[src/rtl/trace_capture_fifo.sv]
// Timestamped trace of register writes and memory accesses, buffered in a
// FIFO and drained over valid/ready. Up to two events (REG, MEM) per cycle.
module trace_capture_fifo #(
  parameter int DATA_W  = 32,
  parameter int ADDR_W  = 9,
  parameter int DEPTH   = 16,
  parameter int TS_W    = 16,
  parameter int ENTRY_W = 2 + TS_W + ADDR_W + DATA_W
) (
  input  logic                         clk,
  input  logic                         reset,
  input  logic                         clear,
  input  logic                         capture_en,
  input  logic                         reg_write_sig,
  input  logic [4:0]                   reg_num,
  input  logic [DATA_W-1:0]            reg_data,
  input  logic                         wr,
  input  logic                         rd,
  input  logic [ADDR_W-1:0]            addr,
  input  logic [DATA_W-1:0]            wr_data,
  input  logic [DATA_W-1:0]            rd_data,
  output logic                         out_valid,
  input  logic                         out_ready,
  output logic [ENTRY_W-1:0]           out_entry,
  output logic [$clog2(DEPTH+1)-1:0]   count,
  output logic                         overflow,
  output logic [15:0]                  drop_count
);
  localparam int PW = $clog2(DEPTH);
  localparam int CW = $clog2(DEPTH+1);
  localparam logic [CW:0] DEPTH_L = (CW+1)'(DEPTH);

  typedef struct packed {
    logic [1:0]        typ;
    logic [TS_W-1:0]   ts;
    logic [ADDR_W-1:0] idx;
    logic [DATA_W-1:0] data;
  } entry_t;

  entry_t            mem_q [DEPTH];
  logic [PW-1:0]     wptr_q, wptr_d, wptr1, rptr_q, rptr_d;
  logic [CW-1:0]     cnt_q, cnt_d;
  logic [TS_W-1:0]   ts_q;
  logic              ovf_q, ovf_d;
  logic [15:0]       drop_q, drop_d;
  logic [16:0]       drop_sum;
  logic              pop, ev_reg, ev_mem;
  logic [1:0]        n_ev, n_push, n_drop;
  logic [CW:0]       free;
  entry_t            reg_e, mem_e;

  always_comb begin
    pop    = (cnt_q != '0) & out_ready;
    ev_reg = capture_en & reg_write_sig;
    ev_mem = capture_en & (wr | rd);
    n_ev   = {1'b0, ev_reg} + {1'b0, ev_mem};
    free   = DEPTH_L - {1'b0, cnt_q} + {{CW{1'b0}}, pop};
    // Short on space means free is 0 or 1; REG is older so it wins the slot.
    n_push = (free >= (CW+1)'(n_ev)) ? n_ev : free[1:0];
    n_drop = n_ev - n_push;

    reg_e.typ  = 2'b00;
    reg_e.ts   = ts_q;
    reg_e.idx  = ADDR_W'(reg_num);
    reg_e.data = reg_data;
    // {rd,wr} yields 01=MEMW, 10=MEMR, 11=CONFLICT directly.
    mem_e.typ  = {rd, wr};
    mem_e.ts   = ts_q;
    mem_e.idx  = addr;
    mem_e.data = wr ? wr_data : rd_data;

    wptr1    = wptr_q + 1'b1;
    wptr_d   = wptr_q + PW'(n_push);
    rptr_d   = rptr_q + PW'(pop);
    cnt_d    = cnt_q + CW'(n_push) - CW'(pop);
    drop_sum = {1'b0, drop_q} + 17'(n_drop);
    drop_d   = drop_sum[16] ? 16'hFFFF : drop_sum[15:0];
    ovf_d    = ovf_q | (n_drop != 2'd0);
  end

  always_ff @(posedge clk or negedge reset) begin
    if (!reset) begin
      wptr_q <= '0;
      rptr_q <= '0;
      cnt_q  <= '0;
      ts_q   <= '0;
      ovf_q  <= 1'b0;
      drop_q <= '0;
    end else if (clear) begin
      wptr_q <= '0;
      rptr_q <= '0;
      cnt_q  <= '0;
      ts_q   <= '0;
      ovf_q  <= 1'b0;
      drop_q <= '0;
    end else begin
      wptr_q <= wptr_d;
      rptr_q <= rptr_d;
      cnt_q  <= cnt_d;
      ts_q   <= ts_q + 1'b1;
      ovf_q  <= ovf_d;
      drop_q <= drop_d;
    end
  end

  // Storage needs no reset: nothing is visible while count is zero.
  always_ff @(posedge clk) begin
    if (reset && !clear && n_push != 2'd0) begin
      mem_q[wptr_q] <= ev_reg ? reg_e : mem_e;
      if (n_push == 2'd2) mem_q[wptr1] <= mem_e;
    end
  end

  assign out_valid  = (cnt_q != '0);
  assign out_entry  = mem_q[rptr_q];
  assign count      = cnt_q;
  assign overflow   = ovf_q;
  assign drop_count = drop_q;
endmodule

[config.mk]
export PLATFORM = sky130hd
export DESIGN_NAME = trace_capture_fifo
export DESIGN_NICKNAME = d
export VERILOG_FILES = /design/src/rtl/trace_capture_fifo.sv
export SDC_FILE = /design/constraint.sdc
export NUM_CORES = 1
export LEC_CHECK = 0
export ABC_AREA = 1
export CAP_MARGIN = 20
export CORE_MARGIN = 5
export CORE_UTILIZATION = 30
export CTS_CLUSTER_SIZE = 30
export DETAILED_ROUTE_END_ITERATION = 16
export GPL_ROUTABILITY_DRIVEN = 0
export PLACE_DENSITY_LB_ADDON = 0.12
export SLEW_MARGIN = 10
export SYNTH_ARGS = -nofsm -noshare
export SYNTH_HDL_FRONTEND = slang
export SYNTH_SLANG_ARGS = --single-unit
[constraint.sdc]
create_clock -name clk -period 13.1 [get_ports clk]
set_input_delay 2.62 -clock clk [delete_from_list [all_inputs] [get_ports clk]]
set_output_delay 2.62 -clock clk [all_outputs]
set_load 0.02 [all_outputs]
# Word level (Yosys, flattened, before mapping)
# Memories as Yosys holds them, arrays and structs flattened.
# Index checks and enable logic that the tools add are counted.
[op_classes]
addsub = 11
multipliers = 0
div_mod_pow = 0
order_cmp = 1
n_eq_ne = 1
n_shift = 0
muxes = 15
bitwise_logic = 5
n_reduce_logical = 6
[op_table]
columns = ["op", "count"]
rows = [
  ["2-to-1 mux 59 bit", 1],
  ["2-to-1 mux 16 bit", 3],
  ["2-to-1 mux 32 bit", 1],
  ["adder 16 x 2 -> 17 bit", 1],
  ["adder 16 x 1 -> 16 bit, second input constant", 1],
  ["2-to-1 mux 4 bit", 2],
  ["adder 6 x 1 -> 6 bit", 1],
  ["greater-or-equal comparator 6 x 2 -> 1 bit", 1],
  ["2-to-1 mux 1 bit", 6],
  ["subtractor 5 x 5 -> 6 bit, first input constant", 1],
  ["adder 5 x 2 -> 5 bit", 1],
  ["2-to-1 mux 5 bit", 1],
  ["nonzero test 5 bit", 1],
  ["subtractor 5 x 1 -> 5 bit", 1],
  ["adder 4 x 1 -> 4 bit", 1],
  ["adder 4 x 1 -> 4 bit, second input constant", 1],
  ["adder 4 x 2 -> 4 bit", 1],
  ["nonzero test 2 bit", 2],
  ["AND 1 bit", 3],
  ["adder 1 x 1 -> 2 bit", 1],
  ["equality test 2 bit, second input constant", 1],
  ["logical AND 1 bit", 2],
  ["2-to-1 mux 2 bit", 1],
  ["bitwise OR 1 bit", 2],
  ["2 further kinds", 2],
]
[word_totals]
regBits = 46
latchBits = 0
mem_bits_rw = 944
romBits = 0
in_bits = 118
output_inout_bits = 82
mem_count = 1
[mem_list]
columns = ["name", "words", "width", "read_ports", "rd_clocked_by_memory_dff", "write_ports", "line_no", "text"]
rows = [
  ["mem_q", 16, 59, 1, 0, 2, "40", "entry_t mem_q [DEPTH];"],
]

# Longest topological paths before layout
# Gate-level depths: netlist of the first run.
[depth]
depth_word = 9
ltp_mapped = 31

# Worst setup path after synthesis of the first run
# OpenSTA, ideal clock, no wires.
[synth_path]
path_kind = "input port to flip-flop"
start = "in wr"
end = "mem mem_q[10][0] (netlist bit), enable pin"
arrival_ns = 6.432
slack_ns = 6.250
stages = 17
n_path_buf = 5
cell_sequence = "clkbuf_1 > buf_2 > buf_1 > o21a_1 > ha_1 > ha_1 > o21ai_0 > nand2_1 > nor2_4 > nand2_1 > nand2_1 > nand2_4 > buf_6 > nand2_1 > buf_4 > nand3_1 > nand2_1"
[synth_rtl]
columns = ["item", "line_no", "text"]
rows = [
  ["from (decl)", "17", "input logic wr,"],
  ["to (decl)", "40", ""],
]

==> metrics.txt, run 1 <==
status completed; Inst Count DP 7608; Area Growth Syn to Fin 13.9%; number of synthesized register bits 990; core box area 174000 um^2; core occupancy in the finished layout 0.344; Via-to-Cell Ratio 5.45; min-delay worst type flop to flop; min Tclk post-route 8.16 ns; Synth Instances 5532; sequential element share of the synthesized area 0.560; worst stage delay on the critical path 0.80 ns; fillers 17.7k; number of synthesized flops with an enable pin 944; setup slack at placement 4.15 ns; non-filler cells, final 7835; commonest cells after routing, fill and taps aside nand2_1, edfxtp_1, nand4_1, o21ai_0, inv_1; ys flop type edfxtp_1; Final period util 0.623; Cell Pwr Density 162 nW/um^2; most common cell after layout, fill and taps aside nand2_1; Slew Viols, Final 0; input/output buffers 199; initial DRC count 4618; Max rail drop VDD 114 uV; Die Ht 429 um; Hold Buf Count CTS 0; initial antenna violation count 7; fraction of registers with async set/reset 0.0465; Synth Cell Area 52700 um^2; RSZ-0062 raised after global routing no; slowest CP cell buf_12; Total Die Area 184000 um^2; cts repair resizes 0; Worst Path Arrival 8.53 ns; Multi-input gate area 19700 um^2; Die W 429 um; Initial Utilization 0.302; area occupied by registers 29500 um^2; critical-path maximum fanout 214; Mean Syn Cell Area 9.52 um^2; DRC viols 0; Clk Latency, worst-skew pair 0.76 ns; Req. time, crit path 13.48 ns; Final Worst Setup Slack 4.94 ns; Worst slew margin 0.183; worst path cell trace clkdlybuf4s50_1, nand2_4, inv_1, ha_1, ha_1, o21ai_0, nand2_1, nor2_4, nand3_1, nand2_4, buf_12, nand4_4, nand2_4, buf_4; Worst Setup End Kind flop; Max-cap violations 0; clk buf depth 3; share of cells above drive strength 1 0.0628; setup TNS 0 ns; Routed WL 212000 um; Clock transition at path regs 0.06 ns; largest net degree at the start of global routing 222; clk_skew 0.0204 ns; vias post-DR 42.7k; Total GRT Usage 0.222; number of clock buffers inserted by TritonCTS 120; global route total overflow 0; CP most frequent cell nand2_4; global-route wire length before repair 305000 um; Syn. warnings 0; post-route ant nets 0; Mapped Nets 5674; Layout Nets 5549; Setup CP Type input port to flop; CTS tree built; H-tree Lvls 3; I/O pins 200; Post-CTS Setup Inserts 0; worst slew pin tran 1.23 ns; Hold Vio Cnt, Final 0; post-synthesis cell type count 35; cell row count 153; WL/cell 27.1 um; vias in the first global route 41.2k; CTS Root Cell clkbuf_16; CP Launch Type input port; fmax 123 MHz; Final setup violation count 0; Leakage Power 22.8 nW; Final HPWL DP 109000 um; clk sinks 990; First-pass DRT Iterations 6
[cell usage after synthesis (2+ instances only)]
library cell / n / share of area
a21oi_1: 258 / 0.025
a31oi_1: 32 / 0.0038
buf_1: 12 / 0.00085
buf_2: 207 / 0.020
buf_4: 5 / 0.00071
buf_6: 44 / 0.0094
clkbuf_1: 304 / 0.022
clkinv_1: 2 / 0.00014
dfrtp_1: 46 / 0.022
edfxtp_1: 944 / 0.54
fa_1: 3 / 0.0011
ha_1: 21 / 0.0050
inv_1: 303 / 0.022
mux2i_1: 236 / 0.045
nand2_1: 1628 / 0.12
nand3_1: 90 / 0.0085
nand3b_1: 2 / 0.00028
nand4_1: 696 / 0.083
nand4_2: 16 / 0.0038
nor2_1: 96 / 0.0068
nor2_4: 2 / 0.00043
nor3_1: 12 / 0.0011
o211ai_1: 236 / 0.034
o21ai_0: 315 / 0.030
xnor2_1: 3 / 0.00050
xor2_1: 10 / 0.0017
[sequential cells by signal, summed over array words and instances (netlist names)]
| name | cells |
|---|---|
| ts_q | 16 |
| mem_q | 944 |
| rptr_q | 4 |
| wptr_q | 4 |
| overflow | 1 |
| count | 5 |
| drop_count | 16 |
[worst paths after layout]
check                           start           end  slack (ns)  depth (start not counted)
setup / recovery           capture_en  mem_q[1][30]        4.94                         14
max in group asynchronous       reset     rptr_q[2]       10.60                          2
hold / removal               overflow      overflow        0.58                          4
hold reg to reg              overflow      overflow        0.58                          4
setup reg to reg             count[2]  mem_q[1][30]        7.15                         17
min in group asynchronous       reset     wptr_q[2]        2.00                          2
[worst max-delay path, delay by kind of cell]
| kind | cells | cell delay (ns) |
|---|---|---|
| adder cells (fa/ha/maj) | 2 | 0.69 |
| buffers and inverters | 4 | 2.48 |
| AO/OA/AOI/OAI | 1 | 0.21 |
| AND/OR/NAND/NOR | 7 | 2.31 |
[per-layer routing]
| layer | up-vias | routed length, um | global-route usage | part of all wire |
|---|---|---|---|---|
| li1 | 19500 | - | - | - |
| met1 | 21300 | 93900 | 0.310 | 0.44 |
| met2 | 1583 | 99800 | 0.365 | 0.47 |
| met3 | 278 | 12400 | 0.0274 | 0.058 |
| met4 | 0 | 5930 | 0.0600 | 0.028 |
| met5 | - | 0 | 0 | 0 |
[stage by stage]
step           instance area [um^2]  total power, W  hold WS (ns)
3_5_place_dp                  56200         0.00654         0.579
6_report                      60000         0.00970         0.581
3_3_place_gp                  56200         0.00654         0.586
2_1_floorplan                 52700         0.00548         0.550
5_1_grt                       60000          0.0101         0.642
4_1_cts                       60000         0.00979         0.596
[logic make-up (layout without fill, tap and decap cells)]
family,Yosys count,after routing,share of synthesized area
AOI/OAI and AO/OA,846,846,0.0926
xor gates and xnor gates,13,13,0.00216
adders and majority gates,24,24,0.00613
buffers and inverters,879,856,0.0744
DFF,990,990,0.560
muxes,236,236,0.0448
other,0,1,0
and+or+nand+nor,2544,2544,0.220
[where the power goes]
group,leakage [nW],internal (W),switching (W)
Clock,1.80,0.00183,0.00140
Combinational,11.7,0.000854,0.00196
Sequential,9.36,0.00357,0.0000743
[area by class of cell]
class / count / area share
antenna: 1 / 0.0000417
clock buffer: 175 / 0.0556
clock inverter: 49 / 0.00630
inverter: 306 / 0.0194
multi-input combinational: 3663 / 0.328
sequential: 990 / 0.492
tap: 2325 / 0.0485
timing repair buffer: 326 / 0.0503
(Power assumes the default switching activity.)
==> run 2: changes to the inputs <==
==> constraint.sdc (replaced) <==
create_clock -name clk -period 7.6 [get_ports clk]
set_input_delay 1.52 -clock clk [delete_from_list [all_inputs] [get_ports clk]]
set_output_delay 1.52 -clock clk [all_outputs]
set_load 0.02 [all_outputs]
==> metrics.txt, run 2 (synthesis results as in run 1) <==
status completed; Clock Power Share 0.342 (+0.008); Final setup violation count 0 (unchanged); reg-to-reg endpoint mem_q[12][37]; Buf+Inv Stages, Crit Path 2 (-2); share of cells above drive strength 1 0.0734 (+0.0106); Hold Path Sink overflow; Via-to-Cell Ratio 5.54 (+1.7%); Clock transition at path regs 0.06 ns (about the same); H-tree Lvls 3 (unchanged); crit-path leading delay family buffers and inverters; cells on worst reg2reg path 20 (+3); min Tclk post-route 5.49 ns; cell row count 153 (unchanged); Worst Setup End Kind output pin; input/output buffers 199 (unchanged); critical path depth 7 (-7); Switching Fraction 0.355 (about the same); combinational cell fraction of total power 0.290 (about the same); Post-CTS Setup Inserts 0 (unchanged); Largest Register mem_q; Total Die Area 184000 um^2 (unchanged); clk buf depth 3 (unchanged); vias in the first global route 42.0k (+1.9%); Max-cap violations 0 (unchanged); initial DRC count 4653 (+0.76%); post-route total power 0.0171 W (+76%); DRC viols 0 (unchanged); worst hold start overflow; Layout Nets 5584 (+0.63%); Slew Viols, Final 0 (unchanged); hold depth 4 (unchanged); CTS tree built; R2R Path Start count[2]; Die Ht 429 um (unchanged); setup TNS 0 ns (unchanged); Worst Path Arrival 3.97 ns (-4.56 ns); Area Growth Syn to Fin 15.4%; fillers 17.5k (-0.74%); Clk Latency, worst-skew pair 0.77 ns (about the same); number of clock buffers inserted by TritonCTS 116 (-3.3%); worst stage delay on the critical path 0.95 ns (+0.15 ns); Hold Buf Count CTS 0 (unchanged); cts repair resizes 0 (unchanged); CP Launch Type flop; Max rail drop VDD 194 uV (+69%); global-route wire length before repair 314000 um (+2.9%); fmax 182 MHz; initial antenna violation count 3 (-4); worst slew pin tran 1.14 ns (-0.0811 ns); worst path cell trace buf_4, a21oi_1, o21ai_0, o21ai_0, o211ai_1, nand2_1, clkdlybuf4s50_1; Total GRT Usage 0.230 (+0.00763); Switching Power 0.00607 W (+76%); Final HPWL DP 116000 um (+6.9%); Leakage Power 23.2 nW (+1.7%); CTS Root Cell clkbuf_16; Hold Vio Cnt, Final 0 (unchanged); core box area 174000 um^2 (unchanged); Req. time, crit path 6.08 ns (-7.40 ns); Final period util 0.723; min-delay worst type flop to flop; most common cell after layout, fill and taps aside nand2_1; Worst slew margin 0.234 (+0.0517); First-pass DRT Iterations 6 (unchanged); vias post-DR 43.6k (+2.2%); CP most frequent cell o21ai_0; Routed WL 220000 um (+3.8%); RSZ-0062 raised after global routing no; Hold Slack 0.590 ns (+0.00845 ns); I/O pins 200 (unchanged); Worst R2R Setup Slack 2.58 ns (-4.57 ns); slowest CP cell dfrtp_4; Cell Pwr Density 281 nW/um^2 (+74%); global route total overflow 0 (unchanged); Die W 429 um (unchanged); critical-path maximum fanout 61 (-71%); commonest cells after routing, fill and taps aside nand2_1, edfxtp_1, nand4_1, o21ai_0, inv_1; clk_skew 0.0544 ns (+0.0340 ns); WL/cell 28.0 um (+3.3%); Sequential Power Share 0.368 (-0.008); Setup CP Type flop to output pin; Pint 0.0110 W (+76%); Largest register FFs 944 (unchanged); Initial Utilization 0.302 (unchanged); post-route ant nets 0 (unchanged); largest net degree at the start of global routing 202 (-9.0%); clk sinks 990 (unchanged)
-- run 2: worst reg2reg max path: stages, from the launching register on --
cell     delay [ns]
dfrtp_1        0.47
inv_1          0.10
ha_1           0.23
nand3_1        0.12
nand2_1        0.09
ha_1           0.18
inv_1          0.09
ha_1           0.28
ha_1           0.20
inv_1          0.06
nand2_1        0.05
nor2_1         0.11
nand2_1        0.11
nor2_4         0.17
nand2_1        0.11
nand2_1        0.11
nand2_4        0.29
nand2_1        0.63
nand3_1        0.22
nand2_4        0.70
buf_4          0.36
-- run 2: worst max-delay path by stage --
| stage | start | end | slack, ns |
|---|---|---|---|
| finish | rptr_q[0] | out_entry[44] | 2.11 |
| CTS | rptr_q[0] | out_entry[32] | 2.02 |
| detailed placement | capture_en | mem_q[12][35] | 1.35 |
| global placement | capture_en | mem_q[5][29] | 1.22 |
| global route | capture_en | drop_count[14] | 1.86 |
| floorplan | wr | mem_q[10][0] | 1.85 |
-- run 2: through the flow --
step	std cells	utilization	setup slack, ns	area [um^2]
3_3_place_gp	7646	0.326	1.22	56800
2_1_floorplan	5532	-	1.85	52700
6_report	7869	0.349	2.11	60800
4_1_cts	7865	0.349	2.02	60700
3_5_place_dp	7647	0.326	1.35	56900
5_1_grt	7868	0.349	1.86	60800
-- run 2: cell type report --
| type | instances | area (um^2) | area share |
|---|---|---|---|
| Sequential cell | 990 | 29500 | 0.486 |
| Multi-Input combinational cell | 3663 | 19700 | 0.324 |
| Clock inverter | 82 | 910 | 0.0150 |
| Inverter | 306 | 1160 | 0.0191 |
| Tap cell | 2325 | 2910 | 0.0479 |
| Clock buffer | 136 | 2990 | 0.0492 |
| Timing Repair Buffer | 365 | 3630 | 0.0597 |
| Antenna cell | 2 | 5.00 | 0.0000823 |
-- run 2: power by group through the flow --
stage          clock [W]  sequential, W  combinational, W
6_report         0.00584        0.00629           0.00496
5_1_grt          0.00617        0.00630           0.00534
4_1_cts          0.00595        0.00629           0.00497
3_5_place_dp           0        0.00640           0.00496
3_3_place_gp           0        0.00641           0.00497
2_1_floorplan          0        0.00634           0.00310
-- run 2: routing by layer --
layer	up-vias	wire (um)	global-route usage	share of wire
li1	19600	-	-	-
met5	-	0	0	0
met4	0	7740	0.0751	0.035
met3	362	12600	0.0309	0.057
met1	21900	96400	0.315	0.44
met2	1664	103000	0.376	0.47
